**src/rtl/pipe_mem_pkg.sv**
```systemverilog
// Shared types and default widths for the IF/LSU memory port arbiter and the
// unified memory model it talks to.
package pipe_mem_pkg;

    localparam int ADDR_W       = 32;
    localparam int DATA_W       = 32;
    localparam int STARVE_LIMIT = 4;

    typedef enum logic [1:0] {
        IDLE  = 2'd0,
        ISSUE = 2'd1,
        WAIT  = 2'd2
    } arb_state_e;

    typedef enum logic [1:0] {
        OWN_NONE = 2'd0,
        OWN_IF   = 2'd1,
        OWN_LSU  = 2'd2
    } owner_e;

endpackage

```
**src/rtl/mem_port_arbiter.sv**
```systemverilog
// Single-outstanding arbiter sharing one memory port between instruction fetch
// and the load/store unit; LSU wins ties, a starvation counter protects IF.
module mem_port_arbiter #(
    parameter int ADDR_W       = pipe_mem_pkg::ADDR_W,
    parameter int DATA_W       = pipe_mem_pkg::DATA_W,
    parameter int STARVE_LIMIT = pipe_mem_pkg::STARVE_LIMIT
) (
    input  logic                  clk,
    input  logic                  reset,
    input  logic                  if_req,
    input  logic [ADDR_W-1:0]     if_addr,
    output logic [DATA_W-1:0]     if_rdata,
    output logic                  if_done,
    input  logic                  lsu_req,
    input  logic                  lsu_we,
    input  logic [DATA_W/8-1:0]   lsu_be,
    input  logic [ADDR_W-1:0]     lsu_addr,
    input  logic [DATA_W-1:0]     lsu_wdata,
    output logic [DATA_W-1:0]     lsu_rdata,
    output logic                  lsu_done,
    output logic                  stall_if,
    output logic                  stall_lsu,
    output logic                  mem_req,
    output logic                  mem_we,
    output logic [DATA_W/8-1:0]   mem_be,
    output logic [ADDR_W-1:0]     mem_addr,
    output logic [DATA_W-1:0]     mem_wdata,
    input  logic                  mem_gnt,
    input  logic                  mem_rvalid,
    input  logic [DATA_W-1:0]     mem_rdata
);
    import pipe_mem_pkg::*;

    localparam int BE_W = DATA_W / 8;
    localparam int SW   = (STARVE_LIMIT < 1) ? 1 : $clog2(STARVE_LIMIT + 1);

    arb_state_e          state_q, state_d;
    owner_e              owner_q, owner_d;
    logic [SW-1:0]       starve_q, starve_d;
    logic                mem_req_q, mem_req_d;
    logic                mem_we_q, mem_we_d;
    logic [BE_W-1:0]     mem_be_q, mem_be_d;
    logic [ADDR_W-1:0]   mem_addr_q, mem_addr_d;
    logic [DATA_W-1:0]   mem_wdata_q, mem_wdata_d;
    logic [DATA_W-1:0]   if_rdata_q, if_rdata_d;
    logic [DATA_W-1:0]   lsu_rdata_q, lsu_rdata_d;
    logic                if_done_s, lsu_done_s;
    logic                starved_s;
    logic                grant_if_s;

    assign starved_s  = (starve_q == SW'(STARVE_LIMIT));
    assign grant_if_s = if_req & (~lsu_req | starved_s);

    // Next-state, arbitration and response routing
    always_comb begin
        state_d     = state_q;
        owner_d     = owner_q;
        starve_d    = starve_q;
        mem_req_d   = mem_req_q;
        mem_we_d    = mem_we_q;
        mem_be_d    = mem_be_q;
        mem_addr_d  = mem_addr_q;
        mem_wdata_d = mem_wdata_q;
        if_rdata_d  = if_rdata_q;
        lsu_rdata_d = lsu_rdata_q;
        if_done_s   = 1'b0;
        lsu_done_s  = 1'b0;

        case (state_q)
            IDLE: begin
                if (if_req || lsu_req) begin
                    mem_req_d = 1'b1;
                    state_d   = ISSUE;
                    if (grant_if_s) begin
                        owner_d     = OWN_IF;
                        mem_we_d    = 1'b0;
                        mem_be_d    = {BE_W{1'b1}};
                        mem_addr_d  = if_addr;
                        mem_wdata_d = {DATA_W{1'b0}};
                        starve_d    = {SW{1'b0}};
                    end else begin
                        owner_d     = OWN_LSU;
                        mem_we_d    = lsu_we;
                        mem_be_d    = lsu_be;
                        mem_addr_d  = lsu_addr;
                        mem_wdata_d = lsu_wdata;
                        // LSU can only beat a waiting IF while below the limit,
                        // so this increment saturates by construction.
                        if (if_req) begin
                            starve_d = starve_q + SW'(1);
                        end else begin
                            starve_d = starve_q;
                        end
                    end
                end else begin
                    state_d = IDLE;
                end
            end
            ISSUE: begin
                if (mem_gnt) begin
                    mem_req_d = 1'b0;
                    state_d   = WAIT;
                end else begin
                    state_d = ISSUE;
                end
            end
            WAIT: begin
                if (mem_rvalid) begin
                    state_d = IDLE;
                    owner_d = OWN_NONE;
                    if (owner_q == OWN_IF) begin
                        if_done_s  = 1'b1;
                        if_rdata_d = mem_rdata;
                    end else if (owner_q == OWN_LSU) begin
                        lsu_done_s  = 1'b1;
                        lsu_rdata_d = mem_rdata;
                    end else begin
                        if_done_s  = 1'b0;
                        lsu_done_s = 1'b0;
                    end
                end else begin
                    state_d = WAIT;
                end
            end
            default: begin
                state_d   = IDLE;
                owner_d   = OWN_NONE;
                mem_req_d = 1'b0;
            end
        endcase
    end

    // State and request-field registers
    always_ff @(posedge clk or posedge reset) begin
        if (reset) begin
            state_q     <= IDLE;
            owner_q     <= OWN_NONE;
            starve_q    <= {SW{1'b0}};
            mem_req_q   <= 1'b0;
            mem_we_q    <= 1'b0;
            mem_be_q    <= {BE_W{1'b0}};
            mem_addr_q  <= {ADDR_W{1'b0}};
            mem_wdata_q <= {DATA_W{1'b0}};
            if_rdata_q  <= {DATA_W{1'b0}};
            lsu_rdata_q <= {DATA_W{1'b0}};
        end else begin
            state_q     <= state_d;
            owner_q     <= owner_d;
            starve_q    <= starve_d;
            mem_req_q   <= mem_req_d;
            mem_we_q    <= mem_we_d;
            mem_be_q    <= mem_be_d;
            mem_addr_q  <= mem_addr_d;
            mem_wdata_q <= mem_wdata_d;
            if_rdata_q  <= if_rdata_d;
            lsu_rdata_q <= lsu_rdata_d;
        end
    end

    // Done and read data are combinational on the response so the pipeline
    // can unstall in the same cycle the memory answers.
    assign if_done   = if_done_s;
    assign lsu_done  = lsu_done_s;
    assign if_rdata  = if_rdata_d;
    assign lsu_rdata = lsu_rdata_d;
    assign stall_if  = if_req & ~if_done_s;
    assign stall_lsu = lsu_req & ~lsu_done_s;
    assign mem_req   = mem_req_q;
    assign mem_we    = mem_we_q;
    assign mem_be    = mem_be_q;
    assign mem_addr  = mem_addr_q;
    assign mem_wdata = mem_wdata_q;

endmodule

```
**config.mk**
```make
export PLATFORM = sky130hd
export DESIGN_NAME = mem_port_arbiter
export DESIGN_NICKNAME = d
export VERILOG_FILES = /design/src/rtl/pipe_mem_pkg.sv /design/src/rtl/mem_port_arbiter.sv
export SDC_FILE = /design/constraint.sdc
export NUM_CORES = 1
export LEC_CHECK = 0
export ABC_AREA = 1
export CORE_AREA = 2 2 159 161
export DETAILED_ROUTE_END_ITERATION = 7
export DIE_AREA = 0 0 161 163
export GPL_TIMING_DRIVEN = 0
export PLACE_DENSITY_LB_ADDON = 0.05
export SYNTH_ARGS = -nofsm -noshare
export SYNTH_HDL_FRONTEND = slang
export SYNTH_SLANG_ARGS = --single-unit
```
**constraint.sdc**
```tcl
create_clock -name clk -period 4.7 [get_ports clk]
set_clock_uncertainty 0.2 [all_clocks]
set_input_delay 1.175 -clock clk [delete_from_list [all_inputs] [get_ports clk]]
set_output_delay 1.175 -clock clk [all_outputs]
set_load 0.02 [all_outputs]
```
---- Word-level counts from Yosys, hierarchy flattened ----
Cells that the tools add are included.
operators by class
  reductions and logical operators ........ 7
  equality and inequality tests ........... 8
  add/subtract/negate cells ............... 1
  bitwise gates (word level) .............. 9
  multiplexer cells ....................... 31
operators with widths
  kind                   count
  $mux W32               9
  $pmux W2 S3            2
  $mux W1                11
  $mux W2                5
  $reduce_and A3 Y1      3
  $mux W3                2
  $ne A2 B2 Y1 const B   3
  $not A1 Y1             5
  $eq A2 B1 Y1 const B   2
  $eq A2 B2 Y1 const B   2
  $mux W4                1
  $add A3 B1 Y3 const B  1
  $and A1 B1 Y1          3
  $eq A3 B3 Y1 const B   1
  $pmux W1 S3            1
  $logic_not A2 Y1       1
  $reduce_and A2 Y1      1
  $reduce_bool A2 Y1     1
  $logic_or A1 B1 Y1     1
  $or A1 B1 Y1           1
storage, ports and cells
  logic and storage cells ................. 66
  output and inout port bits .............. 138
  bits in registers ....................... 141

---- Longest topological paths before layout ----
  depth in word-level cells ............... 7
  mapped depth ............................ 9
  depth with buffers taken out ............ 8

---- Least setup slack after synthesis ----
Ideal clock, no wire load.
  path kind ............................... input port to output port
  from .................................... in mem_rvalid
  to ...................................... out stall_lsu
  arrival time ............................ 1.984 ns
  stages .................................. 5
  required time ........................... 3.325 ns
  buffers on the path ..................... 2
  setup slack ............................. 1.341 ns
  cells stage by stage .................... nand3_1 buf_6 nor2_8 buf_4 nor2_1
on the way
  word-level cells in the longest chain between the ends .. 4
ends and longest elaborated chain
  what                line                     RTL
  start: declaration  mem_port_arbiter.sv:29   input logic mem_rvalid,
  $mux W1             mem_port_arbiter.sv:108  if (mem_rvalid) begin
  $mux W1             mem_port_arbiter.sv:69   case (state_q)
  via lsu_done        mem_port_arbiter.sv:20   output logic lsu_done,
  $not A1 Y1          mem_port_arbiter.sv:167  assign stall_lsu = lsu_req & ~lsu_done_s;
  $and A1 B1 Y1       mem_port_arbiter.sv:167
  end: declaration    mem_port_arbiter.sv:22   output logic stall_lsu,
The timed path passes the listed nets, and every way through them passes these cells.

---- Final worst setup path ----
  from .................................... in mem_rvalid
  to ...................................... out lsu_rdata[21]
on the way
  word-level cells in the longest chain between the ends .. 2
ends and longest elaborated chain
  what              line                     RTL
  $mux W32          mem_port_arbiter.sv:108
  $mux W32          mem_port_arbiter.sv:69
  end: declaration  mem_port_arbiter.sv:19   output logic [DATA_W-1:0] lsu_rdata,
No other way between the ends.

==> metrics.md <==
| Metric | Value |
|---|---|
| YS warnings | `0` |
| First-pass GRT wire length | `34.2 mm` |
| Largest family of logic cells by synthesized area | `simple AND/OR/NAND/NOR gates` |
| Routed len/inst | `roughly 15 um` |
| Worst-skew pair later-pin latency | `0.42 ns` |
| Critical path class | `input port to output port` |
| Max Freq | `roughly 0.22 GHz` |
| CP startpoint kind | `input port` |
| FP Rows | `58` |
| Unique masters post-synth | `21` |
| Initial core utilization | `between 20 and 30%` |
| Most frequent cells in the layout | `306 x nand2_1, 275 x clkdlybuf4s50_1, 141 x dfrtp_1` |
| Initial antenna violation count | `1` |
| Flops & latches, synth | `around 140` |
| Total gr overflow | `0` |
| Util after Layout | `approximately two fifths` |
| Final hold vios | `0` |
| Worst path max stage delay | `between 0.6 and 0.7 ns` |
| Critical Path AT | `around 3.2 ns` |
| WHS Path Cells | `2` |
| Largest net degree at the start of global routing | `40` |
| Via count | `about 6,000` |
| Met2 wire length | `slightly above 10 mm` |
| Vias in the first global route | `a little over 6,000` |
| Final ANT Viol Nets | `0` |
| Worst endpoint required time | `3.32 ns` |
| Core Area | `between 20,000 and 25,000 um2` |
| Min Hold Slack | `~0.27 ns` |
| Measured slew at the worst slew-check pin | `roughly 0.5 ns` |
| CTS Buf Count | `17` |
| Clock tree from TritonCTS | `yes` |
| RSZ-0062 raised after global routing | `false` |
| Worst reg-to-reg path cell count | `8` |
| Hold path start | `mem_req` |
| Synth Net Count | `about 910` |
| Nets@finish | `around 1,200` |
| Status | `finished clean` |
| Static Leak | `5.06 nW` |
| Area fraction in compound gates after synthesis | `slightly above 6%` |
| Critical Path Fanout Max | `10` |
| Post-route cell area | `approximately 10,000 um2` |
| Max-cap violations | `0` |
| Die Width | `161 um` |
| Final setup viols | `0` |
| Syn_area_per_cell | `roughly 8.2 um2` |
| DRC Markers | `0` |
| Clock H-tree levels | `4` |
| Min-Delay Endpoint | `mem_req` |
| Min-delay worst type | `flop to flop` |
| Critical Path Sink Type | `output port` |
| Cells after synthesis | `roughly 770` |
| Layout cells sized above 1 | `just under 7%` |
| Min Tclk post-route | `4.58 ns` |
| DRT Wirelength | `approximately 22 mm` |
| Max Used Layer | `met4` |
| PortBufs | `approximately 280` |
| Post-synth top area share | `roughly 56%` |
| R2r endpoint | `mem_addr[22]` |
| DIE HEIGHT | `~160 um` |
| FF-to-FF Start | `starve_q[0]` |
| DRT Pass-1 Iters | `4` |
| R2R Setup Slk | `between 2 and 3 ns` |
| Most common cell after layout, fill and taps aside | `nand2_1` |
| DRT met1 WL | `between 9 and 10 mm` |
| Layout area overhead | `60.8%` |
| Detailed Route Iter0 Violations | `241` |
| Crit-path cells | `clkdlybuf4s50_1 -> nand3_1 -> buf_6 -> nor2_8 -> buf_4 -> nand2_1 -> nand2_1 -> clkdlybuf4s50_1` |
| Post-Synth XOR/XNOR Area | `0.139%` |
| Sequential fraction of the synthesis area | `a little under three fifths` |
| Die Area | `~26,000 um2` |
| Synth area leader | `dfrtp_1` |
| Slew headroom | `66.8%` |
| Sink Count | `approximately 140` |
| Gr usage total | `16.7%` |
| Post-Synth Simple-Gate Area | `between 20% and 30%` |
| Post-synth design cell area | `approximately 6300 um2` |
| Synth top area cells | `dfrtp_1 56%, nand2_1 18%, nand3_1 8.4%` |
| PwrDens | `~650 nW/um2` |
| Post-DP Area | `9570 um2` |
| Peak VDD IR | `approximately 0.26 mV` |
| Fin. max-slew vios | `0` |
| Met3 wire len | `1.65 mm` |
| Placer Congestion | `between 0.7 and 0.8` |
| Post-DP HPWL | `16.0 mm` |
| Top Ports | `277` |
| Clock Tree Buf Depth | `2` |
| Slowest library cell on the worst path | `clkdlybuf4s50_1` |
| Mux contribution to synthesized area | `0%` |
| Total power | `around 6.6 mW` |
| Vias per cell | `~4.2` |
| Adder-cell share of the synthesized area | `0.397%` |
| Clock Tree Root | `clkbuf_16` |
| Crit share post-route | `a little over nine tenths` |
| Clock slew at reported path FFs | `about 0.070 ns` |
repair_timing:
action / CTS / global route
resized for setup: 0 / 1
hold buffers: 0 / 0
buffers inserted: 0 / 0
endpoints found under the setup margin: 0 / 1
worst max-delay path: cells and delay by family:
family,cells,cell delay [ns]
buf+inv,4,1.57
simple gates,4,0.46
sequential cells by signal, indices dropped and copies added (netlist names), 2 cells and up:
signal       cells
owner_q          2
state_q          2
mem_wdata       32
if_rdata_q      32
lsu_rdata_q     32
mem_addr        32
mem_be           4
starve_q         3
cell type report:
class                           instances  area, um2
Buffer                                 48        279
Antenna cell                            1       2.50
Inverter                               75        285
Clock inverter                         13        140
Timing Repair Buffer                  280       2850
Fill cell                            2617      14500
Multi-Input combinational cell        509       2220
Sequential cell                       141       3530
Clock buffer                           18        429
Tap cell                              330        413
synth_stat cells, drive strengths merged:
cell	number
clkbuf	17
o21ai	69
nand2	308
dfrtp	141
a21oi	5
ha	2
nor2	17
inv	75
nand3	106
or2	1
buf	31
xor2	1
stage by stage:
step                      std cells  TNS, ns  setup WS [ns]
after global routing           1415        0        0.00411
after detailed placement       1383        0         0.0994
after CTS                      1414        0         0.0833
after global placement         1379   -0.330       -0.00700
final                          1415        0          0.119
after floorplan                 773        0           1.34
metal layers:
| layer | up-vias | track usage (%) |
|---|---|---|
| li1 | 3019 | - |
| met1 | 2762 | 20.9 |
| met2 | 162 | 27.5 |
| met3 | 8 | 6.16 |
| met4 | 0 | 4.02 |
| met5 | - | 0 |
how the worst max path moves through the flow:
stage	endpoint	slack (ns)	cells past startpoint	from
after floorplan	stall_lsu	1.34	5	mem_rvalid
after global placement	mem_wdata[6]	-0.007	2	reset
after detailed placement	lsu_rdata[13]	0.1	8	mem_rvalid
after CTS	lsu_rdata[21]	0.08	8	mem_rvalid
after global routing	lsu_rdata[22]	0.004	8	mem_rvalid
final	lsu_rdata[21]	0.12	8	mem_rvalid
logic make-up after synthesis:
group / after synthesis
simple gates: 432
flops: 141
buf+inv: 123
compound gates: 74
fa+ha+maj: 2
xor+xnor: 1
power by group:
group / total, mW / internal, mW / switching [mW] / leakage, nW
clock network: 1.35 / 0.782 / 0.567 / 0.269
logic: 3.27 / 1.39 / 1.88 / 2.99
registers: 1.97 / 1.76 / 0.216 / 1.80
Note: power is estimated with default switching activity, not from simulation.
